===== config.mk =====
export PLATFORM = sky130hd
export DESIGN_NAME = base_asmx
export DESIGN_NICKNAME = d
export VERILOG_FILES = /design/src/rtl/base_asmx.sv
export SDC_FILE = /design/constraint.sdc
export NUM_CORES = 1
export LEC_CHECK = 0
export ABC_AREA = 0
export BUFFER_PORTS_ARGS = -buffer_cell sky130_fd_sc_hd__buf_2
export CAP_MARGIN = 0
export CORE_MARGIN = 3
export CORE_UTILIZATION = 39
export DETAILED_ROUTE_END_ITERATION = 8
export SYNTH_ARGS = -nofsm -noshare
export SYNTH_HDL_FRONTEND = slang
export SYNTH_SLANG_ARGS = --single-unit

===== constraint.sdc =====
create_clock -name clk -period 2.4 [get_ports clk]
set_input_delay 0.24 -clock clk [delete_from_list [all_inputs] [get_ports clk]]
set_output_delay 0.24 -clock clk [all_outputs]
set_load 0.01 [all_outputs]

===== src/rtl/base_asmx.sv =====
// Loop-exit steering block for a dataflow loop.
// Each accepted loop-state beat is either fed back to the loop latch
// (single-cycle f_v pulse) or pushed into a 2-entry in-order exit buffer.
// An iteration counter tracks beats per loop run and saturates at all-ones.
// Optional feature: define BASE_ASMX_ITER_LIMIT_EN to force an exit (o_err=1)
// once an iteration count reaches max_iter.
module base_asmx #(
  parameter int unsigned width     = 1,
  parameter int unsigned cnt_width = 8,
  parameter int unsigned max_iter  = 255
) (
  input  logic                 clk,
  input  logic                 reset_n,
  input  logic                 i_v,
  output logic                 i_r,
  input  logic [width-1:0]     i_d,
  input  logic                 i_done,
  output logic                 f_v,
  output logic [width-1:0]     f_d,
  output logic                 o_v,
  input  logic                 o_r,
  output logic [width-1:0]     o_d,
  output logic [cnt_width-1:0] o_cnt,
  output logic                 o_err
);

  localparam logic [cnt_width-1:0] CntMax = '1;

  // Reject an iteration limit that the counter cannot represent.
  if (max_iter == 0 || 64'(max_iter) >= (64'd1 << cnt_width)) begin : g_bad_max_iter
    $error("base_asmx: max_iter must be in 1..2^cnt_width-1");
  end

  // Gates i_r so it rises on the first clock edge after reset release.
  logic                 rdy_q;
  logic [cnt_width-1:0] cnt_q;
  logic                 f_v_q;
  logic [width-1:0]     f_d_q;

  // Exit buffer storage, addressed by 1-bit pointers.
  logic [width-1:0]     data_q [2];
  logic [cnt_width-1:0] cntb_q [2];
  logic                 wr_ptr_q;
  logic                 rd_ptr_q;
  logic [1:0]           count_q;

  logic                 full;
  logic                 accept;
  logic                 exit_beat;
  logic                 cont_beat;
  logic                 push;
  logic                 pop;
  logic [cnt_width-1:0] cnt_inc;

  assign full      = (count_q == 2'd2);
  // Ready depends on state only; a pop in the same cycle does not free a slot.
  assign i_r       = rdy_q & ~full;
  assign accept    = i_v & i_r;
  assign cnt_inc   = (cnt_q == CntMax) ? cnt_q : cnt_q + 1'b1;
  assign cont_beat = accept & ~exit_beat;
  assign push      = exit_beat;
  assign o_v       = (count_q != 2'd0);
  assign pop       = o_v & o_r;

  assign f_v   = f_v_q;
  assign f_d   = f_d_q;
  assign o_d   = data_q[rd_ptr_q];
  assign o_cnt = cntb_q[rd_ptr_q];

`ifdef BASE_ASMX_ITER_LIMIT_EN
  localparam logic [cnt_width-1:0] LimitCnt = cnt_width'(max_iter);

  logic forced;
  logic err_q [2];

  // Counter stays below max_iter here, so cnt_inc is an exact increment.
  assign forced    = ~i_done & (cnt_inc == LimitCnt);
  assign exit_beat = accept & (i_done | forced);
  assign o_err     = err_q[rd_ptr_q];

  // Forced-exit flag stored alongside each buffered result.
  always_ff @(posedge clk or negedge reset_n) begin
    if (!reset_n) begin
      err_q[0] <= 1'b0;
      err_q[1] <= 1'b0;
    end else if (push) begin
      err_q[wr_ptr_q] <= forced;
    end
  end
`else
  assign exit_beat = accept & i_done;
  assign o_err     = 1'b0;
`endif

  // Loop control state: feedback pulse, iteration counter and exit FIFO.
  always_ff @(posedge clk or negedge reset_n) begin
    if (!reset_n) begin
      rdy_q     <= 1'b0;
      cnt_q     <= '0;
      f_v_q     <= 1'b0;
      f_d_q     <= '0;
      data_q[0] <= '0;
      data_q[1] <= '0;
      cntb_q[0] <= '0;
      cntb_q[1] <= '0;
      wr_ptr_q  <= 1'b0;
      rd_ptr_q  <= 1'b0;
      count_q   <= 2'd0;
    end else begin
      rdy_q <= 1'b1;
      f_v_q <= cont_beat;
      if (cont_beat) begin
        f_d_q <= i_d;
      end
      if (exit_beat) begin
        cnt_q <= '0;
      end else if (cont_beat) begin
        cnt_q <= cnt_inc;
      end
      if (push) begin
        data_q[wr_ptr_q] <= i_d;
        cntb_q[wr_ptr_q] <= cnt_inc;
        wr_ptr_q         <= ~wr_ptr_q;
      end
      if (pop) begin
        rd_ptr_q <= ~rd_ptr_q;
      end
      count_q <= count_q + 2'(push) - 2'(pop);
    end
  end

endmodule


# Word-level counts from Yosys, hierarchy flattened

Cells that the tools add are included.

Register bits after elaboration: 33
Input port bits: 6
Output and inout bits: 14
Word-level logic and storage cells: 48

$add $sub $neg: 3
Order comparisons: 3
Equal/unequal tests: 2
Mux-type cells: 15
Bitwise gates (word level): 11
Reductions and logical operators: 3

Operators with widths:

| cell                                                                          | number |
|---|---|
| 8-bit two-way mux                                                             | 7 |
| 16-bit bitwise mux                                                            | 1 |
| 8-bit by 1-bit adder with 8-bit output (second input constant)                | 1 |
| 8-bit demux with 1-bit select                                                 | 1 |
| 8-bit equality test (second input constant)                                   | 1 |
| 1-bit bitwise AND                                                             | 5 |
| 2-bit greater-or-equal comparator (second input constant)                     | 2 |
| 1-bit two-way mux                                                             | 4 |
| 1-bit NOT                                                                     | 4 |
| 1-bit NOT with 2-bit output                                                   | 2 |
| 2-bit nonzero test                                                            | 2 |
| 2-bit by 1-bit adder with 2-bit output                                        | 1 |
| 2-bit bitwise mux                                                             | 1 |
| 2-bit equality test (second input constant)                                   | 1 |
| 2-bit by 1-bit less-than comparator with 1-bit output (second input constant) | 1 |
| 2-bit by 1-bit subtractor with 2-bit output                                   | 1 |
| 1-bit demux with 1-bit select                                                 | 1 |
| 1-bit logical AND                                                             | 1 |

# Logic depth before layout (Yosys ltp)

Depth after elaboration: 9
Mapped depth: 7
Mapped depth without buffers: 7

# Least setup slack after synthesis

Ideal clock, no wire load.

Kind: register -> register
Start point: register count_q[1]
End point: register count_q[1]
Setup time: 0.123 ns
Arrival: 1.623 ns
Required time: 2.277 ns
Path slack: 0.654 ns
Stages on the path, launching flop included: 8
Path buffers: 0
Period minus slack after synthesis: 1.746 ns
Cells stage by stage: dfrtp_1 > or2_2 > and2_1 > ha_1 > inv_1 > ha_1 > xnor2_1 > xnor2_1

Elaborated cells between the ends (all ways): 9
Those cells by class: 2 x add/sub; 1 x eq/ne; 5 x bitwise; 1 x reduce/logical

RTL lines:

| item                                        | RTL line | source |
|---|---|---|
| start, declared                             | 45       | `logic [1:0] count_q;` |
| start signal, assigned                      | 128      | `count_q <= count_q + 2'(push) - 2'(pop);` |
| 2-bit nonzero test                          | 62       | `assign o_v = (count_q != 2'd0);` |
| named net o_v                               | 20       | `output logic o_v,` |
| 1-bit bitwise AND                           | 63       | `assign pop = o_v & o_r;` |
| named net pop                               | 52       | `logic pop;` |
| 2-bit by 1-bit subtractor with 2-bit output | 128      |  |

The timed path passes the listed nets, and every way through them passes these cells.
A chain may end at the register's enable or synchronous reset.

# Worst setup path after layout

Start point: register cnt_q[0]
End point: register cntb_q[6] in the netlist's numbering

Cells in the longest elaborated chain, start to end: 3
Elaborated cells between the ends (all ways): 4
Those cells by class: 1 x add/sub; 1 x eq/ne; 2 x mux

RTL lines:

| item                                                                                 | RTL line | source |
|---|---|---|
| start, declared                                                                      | 36       | `logic [cnt_width-1:0] cnt_q;` |
| start signal, assigned                                                               | 118      | `cnt_q <= cnt_inc;` |
| 8-bit by 1-bit adder with 8-bit output / 8-bit equality test (equally long branches) | 59       | `assign cnt_inc = (cnt_q == CntMax) ? cnt_q : cnt_q + 1'b1;` |
| 8-bit two-way mux (*)                                                                | 59       |  |
| 16-bit bitwise mux (*)                                                               | 122      | `cntb_q[wr_ptr_q] <= cnt_inc;` |
| end signal, assigned by index                                                        | 122      |  |
| end, declared                                                                        | 42       | `logic [cnt_width-1:0] cntb_q [2];` |

Every way passes the cells marked *; elsewhere a longest branch is shown, timed or not.

==> results.ini <==
[flow_run]
cap_violations=0

[power_and_ir_drop]
leakagePower_nw=0.907
peakVddDrop_mv=0.524
power.density_mw_per_mm2=949

[floorplanning]
dieWidth_um=71.3
core_region_area_mm2=0.00406
die_y_um=71.3
std_cell_rows=23
initial_core_util_pct=41.0
io_pins=20
die_area_mm2=0.00509

[clock_tree]
cts_tree=built
cts_sinks=33
cts_hold_buf=0
clk_latency_ps=280
clockRootBuffer=clkbuf_8
clockBufferDepth=2
htree_levels=2
clk_pin_slew_ps=70
cts_buffers=5
post_cts_buffers=0
ctsResizeCount=0

[timing]
setup_tns_ps=0
rsz0062_at_grt=no
max_freq_mhz=540
finalSetupViolations=0
skew_ps=4.10
hold_viol_final=0
layout_worst_path_cycle_share_pct=77.1
fin_crit_ps=1850
worst_pin_slew_ps=740
drv_slew=0
slew_headroom_pct=50.7

[synth]
yosys.area_share.adder_pct=2.26
synth_top_family_by_area=multiplexers
synthCells=141
seq_area_frac_synth_pct=49.6
synth-simple-area-share_pct=12.0
ys_ff_latch=33
synth_area_mm2=0.00166
ys_types=35
synth_xor_area_share_pct=2.63
syn_nets=150
synth-compound-area-share_pct=8.87
syn_avg_cell_area_um2=11.8
yosys_warnings=0
synthMuxAreaShare_pct=21.4

[route]
drc=0
ant_nets=0
dr_wl_met2_um=1630
met1Wirelength_um=1430
routedWlPerCell_um=15.5
routed_wl_um=3270
viasPerCell=5.46
first_pass_iters=4
drt_iter0_drc=56
routed-wl-met3_um=113
dr.max_layer_used=met4
num_vias=1152

[placed_design]
dp_hpwl_um=2280
gp_congestion=0.871
port_buffers=18
dpl-instance-area_mm2=0.00178
dp_cells=203

[final_layout]
finalInstanceArea_mm2=0.00186
finalNonFillerCells=211
drive_above_1_share_pct=40.4
synthToLayoutAreaGrowth_pct=12.0
fin_nets=169
antenna_cells=0
utilization_pct=45.9

[critical_path]
critPathSlowestCell=dfrtp_1
path_cells=ha_1 -> nand3_1 -> nor2_1 -> mux2_2 -> mux2_2
r2r_start=cnt_q[0]
cp.arrival_ps=2020
cp_max_fo=7
critPathRequiredTime_ps=2570
crit_path_frequent_cell=mux2_2
crit_type=reg2reg
rrSetupSlack_ps=550
worstReg2RegEnd=cntb_q[6]
startpoint_type=flop
r2r_cells=5
slowest_delay_ps=460
end_kind=flop
critical_path_buf_inv_count=0
crit_family=multiplexers

[hold_path]
hold_path_class=in2async

[global_routing]
grt_pass1_wl_um=5630
grt_max_degree=34
antenna_found_initial=0
grt_use_total_pct=14.3
grt-ovfl-total=0
grt_pass1_vias=1205

[run_status]
status=finished clean

==> layer usage <==
metal,global-route usage [%],vias to the layer above
met1,18.3,570
li1,-,543
met5,0,-
met3,2.52,12
met4,8.56,0
met2,22.6,27
==> final cells by class <==
type / instances / area, µm²
clock buffers: 6 / 72.6
clock inverters: 2 / 10.0
fillers: 381 / 2190
inverters: 3 / 11.3
multi-input cells: 99 / 792
flip-flops and latches: 33 / 826
well taps: 50 / 62.6
repair buffers: 18 / 90.1
==> flip-flops by register name, indices dropped and copies added, names as in the netlist <==
register  flops
cnt_q         8
cntb_q       16
rd_ptr_q      1
f_d           1
wr_ptr_q      1
data_q        2
rdy_q         1
count_q       2
f_v           1
==> cell usage after synthesis <==
library cell / count / share of area (%)
mux2i_1: 1 / 0.60
nor2_2: 1 / 0.38
a21oi_1: 12 / 3.6
nor4b_1: 1 / 0.53
xor2_1: 2 / 1.1
nand4_1: 4 / 1.5
a31o_2: 2 / 1.1
ha_1: 3 / 2.3
buf_4: 3 / 1.4
o21ai_0: 3 / 0.90
mux2_4: 2 / 1.8
and4_1: 1 / 0.53
conb_1: 2 / 0.45
nor2_1: 10 / 2.3
nand2b_2: 1 / 0.53
nand3_1: 3 / 0.90
inv_1: 3 / 0.68
nand3_2: 1 / 0.60
dfrtp_1: 33 / 50
and4_4: 1 / 0.68
nand2_4: 1 / 0.68
o21a_1: 1 / 0.45
buf_2: 1 / 0.30
a31oi_1: 2 / 0.75
nand2_1: 4 / 0.90
and3_4: 1 / 0.68
clkbuf_1: 2 / 0.45
a32o_1: 1 / 0.60
and3_1: 1 / 0.38
xnor2_1: 3 / 1.6
and2_1: 2 / 0.75
o22a_1: 2 / 1.1
a21o_1: 1 / 0.45
or2_2: 2 / 0.75
mux2_2: 28 / 19
==> power by group <==
group          switching, W  total, W  internal [W]
registers          0.000145  0.000840      0.000695
logic              0.000229  0.000531      0.000301
clock network      0.000199  0.000399      0.000201
total              0.000573   0.00177       0.00120
==> how the worst max path moves through the flow <==
stage	from	end	slack, ps	depth (start not counted)
finish	cnt_q[0]	cntb_q[6]	550	5
global route	cnt_q[0]	cntb_q[14]	390	5
detailed placement	cnt_q[0]	cntb_q[6]	550	5
CTS	cnt_q[0]	cntb_q[6]	540	5
global placement	cnt_q[0]	cntb_q[14]	620	5
floorplan	count_q[1]	count_q[1]	650	7
==> layout by cell type (no fill, tap or decap), drive strengths merged <==
master / netlist / layout
xor2: 2 / 2
conb: 2 / 2
nand2: 5 / 5
clkbuf: 2 / 6
inv: 3 / 3
and2: 2 / 2
ha: 3 / 3
o21a: 1 / 1
nand4: 4 / 4
o22a: 2 / 2
nand3: 4 / 4
clkinv: 0 / 2
nor2: 11 / 11
nand2b: 1 / 1
a31oi: 2 / 2
nor4b: 1 / 1
mux2: 30 / 30
a31o: 2 / 2
a32o: 1 / 1
or2: 2 / 2
mux2i: 1 / 1
a21oi: 12 / 12
dfrtp: 33 / 33
a21o: 1 / 1
and3: 2 / 2
o21ai: 3 / 3
xnor2: 3 / 3
and4: 2 / 2
buf: 4 / 18
==> stage by stage <==
stage | power [W] | hold slack [ps] | setup slack [ps]
final | 0.00177 | 17.6 | 549
after detailed placement | 0.00139 | 347 | 552
after floorplan | 0.00121 | -55.6 | 654
after global routing | 0.00190 | 68.1 | 394
after global placement | 0.00136 | 331 | 623
after CTS | 0.00180 | 41.9 | 542
==> cell families after synthesis <==
group                    after synthesis
AO/OA/AOI/OAI                         24
XOR/XNOR                               5
adder cells (fa/ha/maj)                3
buffers and inverters                  9
flip-flops                            33
multiplexers                          31
other                                  2
AND/OR/NAND/NOR                       34
Power figures use the tool's default switching activity.
